--- src/rtl/proc_ctrl_pkg.sv ---
// proc_ctrl_pkg: opcodes, state encoding and instruction field slices shared by proc_ctrl
package proc_ctrl_pkg;
  localparam logic [1:0] OP_MV  = 2'b00;
  localparam logic [1:0] OP_MVI = 2'b01;
  localparam logic [1:0] OP_ADD = 2'b10;
  localparam logic [1:0] OP_SUB = 2'b11;
  typedef enum logic [1:0] {S_IDLE = 2'd0, S_T1 = 2'd1, S_T2 = 2'd2, S_T3 = 2'd3} state_t;
  localparam int OP_LSB = 4;
  localparam int RX_LSB = 2;
  localparam int RY_LSB = 0;
  function automatic logic [1:0] fld(input logic [5:0] ir, input int lsb);
    return ir[lsb +: 2];
  endfunction
endpackage

--- src/rtl/proc_ctrl_if.sv ---
// proc_ctrl_if: run/ir handshake plus datapath enables; master = instruction source/datapath, slave = proc_ctrl
interface proc_ctrl_if;
  logic       run;
  logic [5:0] ir;
  logic [3:0] r_in;
  logic [3:0] r_out;
  logic       a_in;
  logic       g_in;
  logic       g_out;
  logic       din_out;
  logic       alu_sub;
  logic       busy;
  logic       done;
  modport master (output run, ir, input r_in, r_out, a_in, g_in, g_out, din_out, alu_sub, busy, done);
  modport slave (input run, ir, output r_in, r_out, a_in, g_in, g_out, din_out, alu_sub, busy, done);
endinterface

--- src/rtl/proc_ctrl_dec2to4.sv ---
// dec2to4: 2-bit index to one-hot 4-bit with enable; ports en, idx[1:0], oh[3:0]
module dec2to4 (
  input  logic       en,
  input  logic [1:0] idx,
  output logic [3:0] oh
);
  assign oh = en ? 4'b0001 << idx : 4'b0000;
endmodule

--- src/rtl/proc_ctrl.sv ---
// proc_ctrl: bus-datapath control sequencer; ports clk, rst, bus (proc_ctrl_if.slave), retired[7:0] only with PROC_CTRL_RETIRE_CNT_EN
module proc_ctrl
  import proc_ctrl_pkg::*;
#(
  parameter int DATA_W = 3
) (
  input logic clk,
  input logic rst,
  proc_ctrl_if.slave bus
`ifdef PROC_CTRL_RETIRE_CNT_EN
  ,
  output logic [7:0] retired
`endif
);
  if (DATA_W < 1) begin : g_bad_w
    $error("DATA_W must be positive");
  end
  state_t st_q, st_d;
  logic [5:0] ir_q, ir_d;
  logic [1:0] op_n, rx_n, ry_n, rout_idx_d;
  logic arith, t1, t2, t3, rin_en_d, rout_en_d;
  logic [3:0] r_in_d, r_out_d, r_in_q, r_out_q;
  logic a_in_d, g_in_d, g_out_d, din_out_d, alu_sub_d, busy_d, done_d;
  logic a_in_q, g_in_q, g_out_q, din_out_q, alu_sub_q, busy_q, done_q;
  always_comb begin
    ir_d = (st_q == S_IDLE && bus.run) ? bus.ir : ir_q;
    op_n = fld(ir_d, OP_LSB);
    rx_n = fld(ir_d, RX_LSB);
    ry_n = fld(ir_d, RY_LSB);
    arith = op_n == OP_ADD || op_n == OP_SUB;
    case (st_q)
      S_IDLE:  st_d = bus.run ? S_T1 : S_IDLE;
      S_T1:    st_d = arith ? S_T2 : S_IDLE;
      S_T2:    st_d = S_T3;
      default: st_d = S_IDLE;
    endcase
    t1 = st_d == S_T1;
    t2 = st_d == S_T2;
    t3 = st_d == S_T3;
    rin_en_d = (t1 && !arith) || t3;
    rout_en_d = (t1 && (op_n == OP_MV || arith)) || t2;
    rout_idx_d = (t1 && arith) ? rx_n : ry_n;
    a_in_d = t1 && arith;
    g_in_d = t2;
    alu_sub_d = t2 && op_n == OP_SUB;
    g_out_d = t3;
    din_out_d = t1 && op_n == OP_MVI;
    done_d = rin_en_d;
    busy_d = st_d != S_IDLE;
  end
  dec2to4 u_rin  (.en(rin_en_d),  .idx(rx_n),       .oh(r_in_d));
  dec2to4 u_rout (.en(rout_en_d), .idx(rout_idx_d), .oh(r_out_d));
  always_ff @(posedge clk) begin
    if (rst) begin
      st_q      <= S_IDLE;
      ir_q      <= '0;
      r_in_q    <= '0;
      r_out_q   <= '0;
      a_in_q    <= 1'b0;
      g_in_q    <= 1'b0;
      g_out_q   <= 1'b0;
      din_out_q <= 1'b0;
      alu_sub_q <= 1'b0;
      busy_q    <= 1'b0;
      done_q    <= 1'b0;
    end else begin
      st_q      <= st_d;
      ir_q      <= ir_d;
      r_in_q    <= r_in_d;
      r_out_q   <= r_out_d;
      a_in_q    <= a_in_d;
      g_in_q    <= g_in_d;
      g_out_q   <= g_out_d;
      din_out_q <= din_out_d;
      alu_sub_q <= alu_sub_d;
      busy_q    <= busy_d;
      done_q    <= done_d;
    end
  end
  assign bus.r_in    = r_in_q;
  assign bus.r_out   = r_out_q;
  assign bus.a_in    = a_in_q;
  assign bus.g_in    = g_in_q;
  assign bus.g_out   = g_out_q;
  assign bus.din_out = din_out_q;
  assign bus.alu_sub = alu_sub_q;
  assign bus.busy    = busy_q;
  assign bus.done    = done_q;
`ifdef PROC_CTRL_RETIRE_CNT_EN
  logic [7:0] retired_q, retired_d;
  always_comb retired_d = retired_q + {7'd0, done_q};
  always_ff @(posedge clk) retired_q <= rst ? 8'd0 : retired_d;
  assign retired = retired_q;
`endif
endmodule

--- src/flat_wrapper.sv ---
// flat-port wrapper written by rule: the top's interface ports become plain ports
module proc_ctrl_flat import proc_ctrl_pkg::*;
#(
  parameter int DATA_W = 3
)
  (clk, rst, bus_run, bus_ir, bus_r_in, bus_r_out, bus_a_in, bus_g_in, bus_g_out, bus_din_out, bus_alu_sub, bus_busy, bus_done);
  proc_ctrl_if bus_i ();
  input logic clk;
  input logic rst;
  input wire logic [$bits(bus_i.run)-1:0] bus_run;
  input wire logic [$bits(bus_i.ir)-1:0] bus_ir;
  output wire logic [$bits(bus_i.r_in)-1:0] bus_r_in;
  output wire logic [$bits(bus_i.r_out)-1:0] bus_r_out;
  output wire logic [$bits(bus_i.a_in)-1:0] bus_a_in;
  output wire logic [$bits(bus_i.g_in)-1:0] bus_g_in;
  output wire logic [$bits(bus_i.g_out)-1:0] bus_g_out;
  output wire logic [$bits(bus_i.din_out)-1:0] bus_din_out;
  output wire logic [$bits(bus_i.alu_sub)-1:0] bus_alu_sub;
  output wire logic [$bits(bus_i.busy)-1:0] bus_busy;
  output wire logic [$bits(bus_i.done)-1:0] bus_done;
  assign bus_i.run = bus_run;
  assign bus_i.ir = bus_ir;
  assign bus_r_in = bus_i.r_in;
  assign bus_r_out = bus_i.r_out;
  assign bus_a_in = bus_i.a_in;
  assign bus_g_in = bus_i.g_in;
  assign bus_g_out = bus_i.g_out;
  assign bus_din_out = bus_i.din_out;
  assign bus_alu_sub = bus_i.alu_sub;
  assign bus_busy = bus_i.busy;
  assign bus_done = bus_i.done;
  proc_ctrl #(.DATA_W(DATA_W)) u_core (.clk(clk), .rst(rst), .bus(bus_i));
endmodule
--- config.mk ---
export PLATFORM = sky130hd
export DESIGN_NAME = proc_ctrl_flat
export DESIGN_NICKNAME = d
export VERILOG_FILES = /design/src/rtl/proc_ctrl_pkg.sv /design/src/rtl/proc_ctrl_if.sv /design/src/rtl/proc_ctrl_dec2to4.sv /design/src/rtl/proc_ctrl.sv /design/src/flat_wrapper.sv
export SDC_FILE = /design/constraint.sdc
export NUM_CORES = 1
export LEC_CHECK = 0
export CORE_ASPECT_RATIO = 1.2
export CORE_MARGIN = 5
export CORE_UTILIZATION = 35
export DETAILED_ROUTE_END_ITERATION = 8
export PLACE_DENSITY_LB_ADDON = 0.05
export SYNTH_ARGS = -nofsm -noshare
export SYNTH_HDL_FRONTEND = slang
export SYNTH_SLANG_ARGS = --single-unit
--- constraint.sdc ---
create_clock -name clk -period 1.7 [get_ports clk]
set_clock_uncertainty 0.2 [all_clocks]
set_input_delay 0.34 -clock clk [delete_from_list [all_inputs] [get_ports clk]]
set_output_delay 0.34 -clock clk [all_outputs]
set_load 0.05 [all_outputs]
==> reports/qor.csv <==
stage,metric,value,unit
sta,post-route-min-period,1670,ps
flow_run,drv_cap,0,
finish,diodes,0,
sta,hold_slack,276,ps
synthesis,syn_inst,84,
detailed_routing,wl_per_cell,11.3,um
synthesis,yosysTopAreaCell,dfxtp_1,
floorplanning,fp.dieH,63.6,um
floorplanning,io-pin-count,24,
finish,drive_gt1_share,33.6,%
critical_path,path_max_fanout,4,
finish,num-fill-cells,195,
sta,finalMaxSlewViolations,0,
power_and_ir_drop,power,1.03,mW
clock_tree,clock-sinks,23,
synthesis,synthesis.nets,93,
critical_path,cp.arrival,1710,ps
finish,layout_commonest_cell,dfxtp_1,
synthesis,synth_area_leaders,"dfxtp_1 (55%), a21oi_1 (5.4%), mux2_2 (5.4%), nand2_1 (4.9%), mux2i_1 (3.6%)",
finish,syn_to_final_growth,65.9,%
detailed_routing,drt_wl_total,1730,um
finish,stdcell_count,153,
sta,tns,0,ps
finish,final_cell_mix,"dfxtp_1 (23), buf_12 (15), buf_4 (13)",
floorplanning,die-area,0.00347,mm^2
clock_tree,clkSlewWorstSetupHoldPaths,120,ps
sta,finalCritPeriodShare,98.4,%
global_routing,antenna_found_initial,0,
power_and_ir_drop,ir_drop,0.533,mV
detailed_routing,drt-pass1-iter-count,4,
global_routing,grt_pass1_wl,2810,um
critical_path,critPathCaptureType,flop,
clock_tree,cts-hold-fix-buffers,0,
floorplanning,start_util,36.7,%
synthesis,syn_area,837,um^2
detailed_routing,via_per_inst,4.58,
critical_path,crit_required,1730,ps
clock_tree,htreeDepth,1,
floorplanning,core,0.00228,mm^2
critical_path,crit_path_start_kind,input pin,
detailed_routing,vias,701,
placed_design,dp.cells,149,
placed_design,gp_congestion,0.803,
global_routing,grtUsageTotal,10.5,%
sta,rsz0062_at_grt,true,
power_and_ir_drop,p_per_area,741,mW/mm^2
finish,regArea,460,um^2
global_routing,grt_max_degree,13,
finish,multi_input_area,360,um^2
synthesis,ys_seq_area_share,55.0,%
synthesis,ys_types,24,
placed_design,io_buffer_count,23,
clock_tree,clk_latency,300,ps
detailed_routing,drt-initial-drc-count,6,
sta,fmaxAchievable,0.597,GHz
critical_path,crit_type,input pin to flop,
clock_tree,root_buffer,clkbuf_4,
detailed_routing,ant_nets,0,
detailed_routing,drcViolationCount,0,
synthesis,syn_avg_cell_area,9.96,um^2
floorplanning,fp.dieW,54.6,um
synthesis,synth-main-ff-cell,dfxtp_1,
clock_tree,numCtsBuffers,3,
synthesis,ys_seq_elements,23,
placed_design,place_hpwl,1390,um
global_routing,grt_overflow,0,
sta,tightest_slew,414,ps
synthesis,ys_warn_count,0,
synthesis,synth_top_area_share,55.0,%
sta,finalSetupViolCount,0,
global_routing,grt_pass1_vias,663,
synthesis,synth_edf_count,0,
power_and_ir_drop,leakage,0.578,nW
run_status,run_status,completed,
clock_tree,cts_tree,built,
sta,finalHoldViolations,0,
finish,nNetsFinal,132,
clock_tree,clockBufferDepth,2,
sta,slew_headroom,72.3,%
min_path,hold_path.class,flop to flop,
synthesis,ys_async_sr_fraction,0,%
finish,final_util,60.9,%
floorplanning,row_count,19,
flip-flops by register name, summed over array words and instances (netlist names):
name and count:
u_core.bus.a_in 1, u_core.bus.r_out 4, u_core.bus.r_in 4, u_core.ir_q 6
u_core.bus.busy 1, u_core.bus.g_out 1, u_core.bus.g_in 1, u_core.st_q 2
u_core.bus.alu_sub 1, u_core.bus.din_out 1, u_core.bus.done 1
through the flow:
stage,area [um^2],setup WS [ps]
finish,1390,26.4
global route,1390,-36.0
CTS,1370,12.4
detailed placement,1340,-312
global placement,1340,-285
floorplan,837,201
power by group:
| group | internal, mW | switching, mW |
|---|---|---|
| Clock | 0.0913 | 0.150 |
| Combinational | 0.111 | 0.0997 |
| Sequential | 0.560 | 0.0165 |
kinds of logic (layout without fill, tap and decap cells):
logic type,Yosys count,in the layout,synth area share (%)
simple gates,36,36,24.4
flops,23,23,55.0
compound gates,12,12,7.62
mux,7,7,8.97
buf+inv,6,44,4.04
final timing paths:
check,slack [ps],cells past startpoint,end,startpoint
worst min register to register,280,2,u_core.ir_q[5],u_core.ir_q[5]
worst max register to register,170,5,u_core.bus.r_out[3],u_core.st_q[1]
worst max-delay path,30,4,u_core.bus.r_out[1],bus_run
worst min-delay path,280,2,u_core.ir_q[5],u_core.ir_q[5]
area by class of cell:
type	count	area share (%)
Inverter	3	0.811
Timing Repair Buffer	37	35.4
Clock buffer	4	1.89
Multi-Input combinational cell	55	25.9
Sequential cell	23	33.2
Tap cell	31	2.79
synthesized netlist by cell type (2+ instances only):
library cell	count
dfxtp_1	23
nor2_1	2
inv_1	3
or3_1	3
nand3b_1	4
a21oi_1	9
nand3_1	2
nand2_1	11
nand2b_1	3
mux2_2	4
nor3_1	5
mux2i_1	3
layer usage:
layer	wire [um]	track usage [%]
met1	751	13.3
met3	107	2.36
met5	0	0
met2	866	16.6
met4	9	4.05
critical path: stages:
cell and delay, ps:
clkdlybuf4s50_1 500, nor3b_4 300, mux2_2 400, nor3_1 170
what timing repair did:
action	CTS	global route
buffers inserted	0	0
endpoints found under the setup margin	0	5
gates resized for setup	0	6
No activity file was read; power rests on OpenSTA's default activity.
